`config.mk`:
```
export PLATFORM = sky130hd
export DESIGN_NAME = chrom_serial_loader
export DESIGN_NICKNAME = d
export VERILOG_FILES = /design/src/rtl/chrom_pkg.sv /design/src/rtl/chrom_serial_loader_chrom_check.sv /design/src/rtl/chrom_serial_loader.sv
export SDC_FILE = /design/constraint.sdc
export NUM_CORES = 1
export LEC_CHECK = 0
export BUFFER_PORTS_ARGS = -buffer_cell sky130_fd_sc_hd__buf_2
export CAP_MARGIN = 10
export CORE_MARGIN = 2
export CORE_UTILIZATION = 54
export CTS_CLUSTER_DIAMETER = 200
export DETAILED_ROUTE_END_ITERATION = 6
export PLACE_DENSITY = 0.8
export SLEW_MARGIN = 20
export SYNTH_ARGS = -nofsm -noshare
export SYNTH_HDL_FRONTEND = slang
export SYNTH_SLANG_ARGS = --single-unit
```
`constraint.sdc`:
```
create_clock -name clk -period 3.7 [get_ports clk]
set_clock_uncertainty 0.05 [all_clocks]
set_input_delay 0.37 -clock clk [delete_from_list [all_inputs] [get_ports clk]]
set_output_delay 0.37 -clock clk [all_outputs]
set_load 0.01 [all_outputs]
```
`src/rtl/chrom_pkg.sv`:
```
// Shared sizing helpers, FSM state type and flat-payload offset functions
// for the serial chromosome loader.
package chrom_pkg;

    localparam int DEF_ROW = 2;
    localparam int DEF_COL = 1;
    localparam int DEF_OUT = 2;

    function automatic int calc_sel_w(input int cells);
        return (cells > 1) ? $clog2(cells) : 1;
    endfunction

    localparam int SEL_W   = calc_sel_w(DEF_ROW * DEF_COL);
    localparam int CHROM_W = DEF_ROW * DEF_COL * 16 + DEF_OUT * SEL_W;

    typedef enum logic [1:0] {
        ST_IDLE,
        ST_SHIFT,
        ST_PARITY,
        ST_CHECK
    } state_e;

    // Cell (r,c) truth table starts at bit (r*col+c)*16 of the payload.
    function automatic int unsigned tt_off(input int unsigned r, input int unsigned c,
                                           input int unsigned col);
        return (r * col + c) * 16;
    endfunction

    function automatic int unsigned sel_off(input int unsigned k, input int unsigned row,
                                            input int unsigned col, input int unsigned sel_w);
        return row * col * 16 + k * sel_w;
    endfunction

endpackage

```
`src/rtl/chrom_serial_loader_chrom_check.sv`:
```
// Combinational frame validation: even parity over the payload and
// every output selector must address an existing cell.
module chrom_check
    import chrom_pkg::*;
#(
    parameter int ROW     = DEF_ROW,
    parameter int COL     = DEF_COL,
    parameter int OUT     = DEF_OUT,
    parameter int SEL_W   = calc_sel_w(ROW * COL),
    parameter int CHROM_W = ROW * COL * 16 + OUT * SEL_W
) (
    input  logic [CHROM_W-1:0] shadow_i,
    input  logic               rx_par_i,
    output logic               err_o
);

    localparam logic [SEL_W:0] CELLS = (SEL_W + 1)'(ROW * COL);

    logic [SEL_W:0] sel_ext;

    always_comb begin
        err_o   = ((^shadow_i) != rx_par_i);
        sel_ext = '0;
        for (int unsigned k = 0; k < OUT; k++) begin
            sel_ext = {1'b0, shadow_i[sel_off(k, ROW, COL, SEL_W) +: SEL_W]};
            if (sel_ext >= CELLS) err_o = 1'b1;
        end
    end

endmodule

```
`src/rtl/chrom_serial_loader.sv`:
```
// Bit-serial chromosome loader: shifts a frame into a shadow register,
// validates it, and atomically commits it to the circuit-facing registers.
module chrom_serial_loader
    import chrom_pkg::*;
#(
    parameter int ROW     = DEF_ROW,
    parameter int COL     = DEF_COL,
    parameter int OUT     = DEF_OUT,
    parameter int SEL_W   = calc_sel_w(ROW * COL),
    parameter int CHROM_W = ROW * COL * 16 + OUT * SEL_W
) (
    input  logic                             clk,
    input  logic                             rst_n,
    input  logic                             load_start,
    input  logic                             ser_data,
    input  logic                             ser_valid,
    output logic                             ser_ready,
    output logic [ROW-1:0][COL-1:0][15:0]    saidas_LE,
    output logic [OUT-1:0][SEL_W-1:0]        out_chrom,
    output logic                             chrom_valid,
    output logic                             load_done,
    output logic                             load_err
);

    localparam int CNT_W = $clog2(CHROM_W + 1);
    localparam logic [CNT_W-1:0] CNT_LAST = CNT_W'(CHROM_W - 1);

    state_e               state_q;
    logic [CHROM_W-1:0]   shadow_q;
    logic [CHROM_W-1:0]   active_q;
    logic [CNT_W-1:0]     cnt_q;
    logic                 rx_par_q;
    logic                 ser_ready_q;
    logic                 chrom_valid_q;
    logic                 load_done_q;
    logic                 load_err_q;
    logic                 frame_err;
    logic                 accept;

    assign accept = ser_valid && ser_ready_q;

    chrom_check #(
        .ROW     (ROW),
        .COL     (COL),
        .OUT     (OUT),
        .SEL_W   (SEL_W),
        .CHROM_W (CHROM_W)
    ) u_check (
        .shadow_i (shadow_q),
        .rx_par_i (rx_par_q),
        .err_o    (frame_err)
    );

    always_ff @(posedge clk or negedge rst_n) begin
        if (!rst_n) begin
            state_q       <= ST_IDLE;
            shadow_q      <= '0;
            active_q      <= '0;
            cnt_q         <= '0;
            rx_par_q      <= 1'b0;
            ser_ready_q   <= 1'b0;
            chrom_valid_q <= 1'b0;
            load_done_q   <= 1'b0;
            load_err_q    <= 1'b0;
        end else begin
            load_done_q <= 1'b0;
            load_err_q  <= 1'b0;
            case (state_q)
                ST_IDLE: begin
                    if (load_start) begin
                        shadow_q    <= '0;
                        cnt_q       <= '0;
                        state_q     <= ST_SHIFT;
                        ser_ready_q <= 1'b1;
                    end
                end
                ST_SHIFT: begin
                    // A restart outranks a bit offered in the same cycle.
                    if (load_start) begin
                        shadow_q <= '0;
                        cnt_q    <= '0;
                    end else if (accept) begin
                        shadow_q[cnt_q] <= ser_data;
                        if (cnt_q == CNT_LAST) state_q <= ST_PARITY;
                        else                   cnt_q   <= cnt_q + 1'b1;
                    end
                end
                ST_PARITY: begin
                    if (load_start) begin
                        shadow_q <= '0;
                        cnt_q    <= '0;
                        state_q  <= ST_SHIFT;
                    end else if (accept) begin
                        rx_par_q    <= ser_data;
                        state_q     <= ST_CHECK;
                        ser_ready_q <= 1'b0;
                    end
                end
                ST_CHECK: begin
                    state_q <= ST_IDLE;
                    if (frame_err) begin
                        load_err_q <= 1'b1;
                    end else begin
                        active_q      <= shadow_q;
                        chrom_valid_q <= 1'b1;
                        load_done_q   <= 1'b1;
                    end
                end
                default: state_q <= ST_IDLE;
            endcase
        end
    end

    always_comb begin
        saidas_LE = '0;
        out_chrom = '0;
        for (int unsigned r = 0; r < ROW; r++)
            for (int unsigned c = 0; c < COL; c++)
                saidas_LE[r][c] = active_q[tt_off(r, c, COL) +: 16];
        for (int unsigned k = 0; k < OUT; k++)
            out_chrom[k] = active_q[sel_off(k, ROW, COL, SEL_W) +: SEL_W];
    end

    assign ser_ready   = ser_ready_q;
    assign chrom_valid = chrom_valid_q;
    assign load_done   = load_done_q;
    assign load_err    = load_err_q;

endmodule

```
==> impl_metrics.json <==
{
  "result_of_the_run": "finished, violations left",
  "violations": "design-rule violations",
  "drt-pass1-iter-count": 7,
  "ys_seq_elements": 81,
  "worstPathMaxFanout": 19,
  "timing.final.setup_violations": 0,
  "seq_area_frac_synth": 0.533,
  "via_count_of_the_first_global_routing_pass": 2608,
  "n_antenna_cell": 0,
  "vias": 2825,
  "gp_congestion": 0.857,
  "path_cells": "xnor2_1 > xnor2_1 > xnor2_1 > xnor3_1 > mux2i_4 > buf_4 > mux2_2",
  "dieWidth_um": 87.9,
  "dpl_cell_area_um2": 4060,
  "critical_path_required_ns": 3.89,
  "clk_latency_ns": 0.36,
  "p_int_w": 0.00122,
  "timing_worst_slew_pin_value_ns": 1.04,
  "instances_no_fill": 489,
  "core_region_area_um2": 6790,
  "boundaryPins": 43,
  "clockRootBuffer": "sky130_fd_sc_hd__clkbuf_8",
  "post-synth-top-area-cell": "sky130_fd_sc_hd__dfrtp_1",
  "critical-path-top-cell-by-count": "sky130_fd_sc_hd__xnor2_1",
  "flow.area_growth_from_synthesis_pct": 12.8,
  "netSwitchingFraction": 0.262,
  "timing.hold.worst.class": "input pin to flop",
  "initial_detailed_routing_violation_count": 230,
  "ys_types": 33,
  "io_buffer_count": 42,
  "syn-mean-instance-area_um2": 10.9,
  "numCtsBuffers": 9,
  "grt_antenna_before_repair": 0,
  "maximum_capacitance_violations": 0,
  "slowest_stage": "sky130_fd_sc_hd__xnor3_1",
  "most_used_dff_post_synth": "sky130_fd_sc_hd__dfrtp_1",
  "cp-start-kind": "flop",
  "ys_warns": 0,
  "final_min_period_over_clock_period": 0.681,
  "critical_path_arrival_ns": 2.71,
  "cts_repair_resize_count": 0,
  "final_hold_viol_count": 0,
  "clock_power_share": 0.362,
  "power.combinational.fraction": 0.089,
  "ff2ff_setup_slack_ns": 1.18,
  "grt_first_pass_wirelength_um": 13200,
  "slew-limit-headroom": 0.306,
  "synth_async_sr_flop_share": 1.00,
  "placedCellCount": 471,
  "power.leakage_nw": 2.12,
  "ant_nets": 0,
  "finalInstanceArea_um2": 4290,
  "cts-htree-levels": 3,
  "synth_area_leaders": "sky130_fd_sc_hd__dfrtp_1 53%, sky130_fd_sc_hd__mux2_2 9.5%, sky130_fd_sc_hd__o21ai_0 9.0%",
  "final_layout_size_suffix_gt1_frac": 0.249,
  "r2r_start": "shadow_q[28]$_DFFE_PN0P_",
  "viasPerCell": 5.78,
  "critPathMaxStageDelay_ns": 0.52,
  "final_period_minus_worst_setup_slack_ns": 2.52,
  "cts_buffer_depth": 2,
  "fp-row-count": 30,
  "p_switching_w": 0.000434,
  "cpLargestDelayFamily": "XOR/XNOR gates",
  "floorplan.die_area_um2": 7730,
  "post-route-drc-count": 1,
  "reg2regPathDepth": 7,
  "final_nets": 395,
  "critical_path.endpoint_type": "flop",
  "path_depth": 7,
  "timing.critical_path.to": "active_q[18]$_DFFE_PN0P_",
  "synthesis.area_um2": 3800,
  "slew_violations": 0,
  "grt_max_degree": 82,
  "cts.clk_slew.worst_paths_ns": 0.08,
  "floorplan.initialDensity": 0.559,
  "worst_setup_path_startpoint": "shadow_q[28]$_DFFE_PN0P_",
  "power.density_nw_per_um2": 387,
  "clkSinkCount": 81,
  "detailedPlacementHpwl_um": 5230,
  "timing.critical_path.buf_inv": 1,
  "rsz_0062_raised_after_global_routing": "false",
  "finalWirelength_um": 8200,
  "die-height_um": 87.9,
  "syn-instance-count": 350,
  "timing.setup.critical_path_class": "flop to flop",
  "routedWlPerCell_um": 16.8,
  "setup-tns-final_ns": 0,
  "synth_enable_flop_cells": 0,
  "cts_tree": "yes",
  "grtUsageTotal": 0.231,
  "synth.top_cells.by_count": "81 x sky130_fd_sc_hd__dfrtp_1, 68 x sky130_fd_sc_hd__o21ai_0, 39 x sky130_fd_sc_hd__a21oi_1",
  "synth_top_area_frac": 0.533,
  "synthesis.nets": 357,
  "fmaxAchievable_mhz": 397,
  "hold_path.startpoint": "ser_data",
  "power_frac_seq": 0.550,
  "critical_path.reg2reg.endpoint": "active_q[18]$_DFFE_PN0P_",
  "grt-ovfl-total": 0,
  "yosysMostFrequentCell": "sky130_fd_sc_hd__dfrtp_1",
  "vdd_ir_drop_max_mv": 0.238
}
==> sequential cells by signal (all words and copies together) (netlist names) <==
signal and count:
state_q 2, load_err 1, shadow_q 34, active_q 34
load_done 1, ser_ready 1, rx_par_q 1, cnt_q 6
chrom_valid 1
==> what timing repair did <==
action                    in CTS  in global routing
hold buffers                   0                  1
buffers inserted               0                  0
hold endpoints to repair       0                 27
==> area by class of cell <==
cell class                      instances  area [um2]
Multi-Input combinational cell        244        1660
Clock buffer                           12         155
Sequential cell                        81        2030
Inverter                                4        15.0
Timing Repair Buffer                   48         280
Clock inverter                          4        27.5
Fill cell                             551        2510
Tap cell                               96         120
==> power groups by stage <==
stage | Sequential, W | Clock (W) | Combinational (W)
2_1_floorplan | 0.000917 | 0 | 0.000100
3_3_place_gp | 0.000928 | 0 | 0.000135
3_5_place_dp | 0.000928 | 0 | 0.000138
4_1_cts | 0.000911 | 0.000607 | 0.000139
5_1_grt | 0.000913 | 0.000642 | 0.000160
6_report | 0.000911 | 0.000600 | 0.000147
==> placed cells by master (no fill, tap or decap), drive strengths merged <==
cell type,n
o31ai,1
nand3,5
xor2,7
or2,1
a21o,1
ha,2
a22oi,1
mux2i,1
dlygate4sd3,1
o21a,1
nor2b,1
inv,3
nand3b,4
buf,47
clkbuf,12
nor3,5
xnor3,2
and3,4
nand4,3
nor2,11
clkinv,5
o21ai,69
a31o,1
nand2,13
xnor2,27
dfrtp,81
nor3b,6
and3b,1
a21oi,39
nand2b,4
mux2,34
==> per-stage QoR <==
stage / hold WS [ns] / setup WS [ns] / utilization / total power (W)
2_1_floorplan: 0.0244 / 1.36 / - / 0.00102
3_3_place_gp: 0.393 / 1.27 / 0.598 / 0.00106
3_5_place_dp: 0.397 / 1.19 / 0.598 / 0.00107
4_1_cts: 0.159 / 1.16 / 0.625 / 0.00166
5_1_grt: 0.256 / 0.950 / 0.631 / 0.00171
6_report: 0.247 / 1.18 / 0.631 / 0.00166
==> worst min path at each step <==
stage	cells past startpoint	endpoint
2_1_floorplan	0	active_q[0]$_DFFE_PN0P_
3_5_place_dp	1	chrom_valid$_DFFE_PN0P_
3_3_place_gp	1	chrom_valid$_DFFE_PN0P_
4_1_cts	1	load_done$_DFF_PN0_
6_report	3	rx_par_q$_DFFE_PN0P_
5_1_grt	3	rx_par_q$_DFFE_PN0P_
==> tightest hold or removal path, delay by kind of cell <==
| kind | cells | cell delay (ns) |
|---|---|---|
| AOI/OAI and AO/OA | 1 | 0.09 |
| buffers and inverters | 2 | 0.16 |
==> cell families (layout without fill, tap and decap cells) <==
kind of cell,count (synthesis),in the layout,synth area share
simple gates,58,58,0.0803
buf+inv,25,68,0.0306
flops,81,81,0.533
xor+xnor,36,36,0.0902
mux,35,35,0.107
fa+ha+maj,2,2,0.00658
compound gates,113,113,0.152
==> layer usage <==
metal	routed length (um)	vias up	track usage	part of all wire
met4	255	0	0.112	0.031
met2	3800	133	0.350	0.46
met5	0	-	0.0195	0
met1	3410	1361	0.325	0.42
li1	-	1304	-	-
met3	733	27	0.0349	0.089
(Power assumes the default switching activity.)
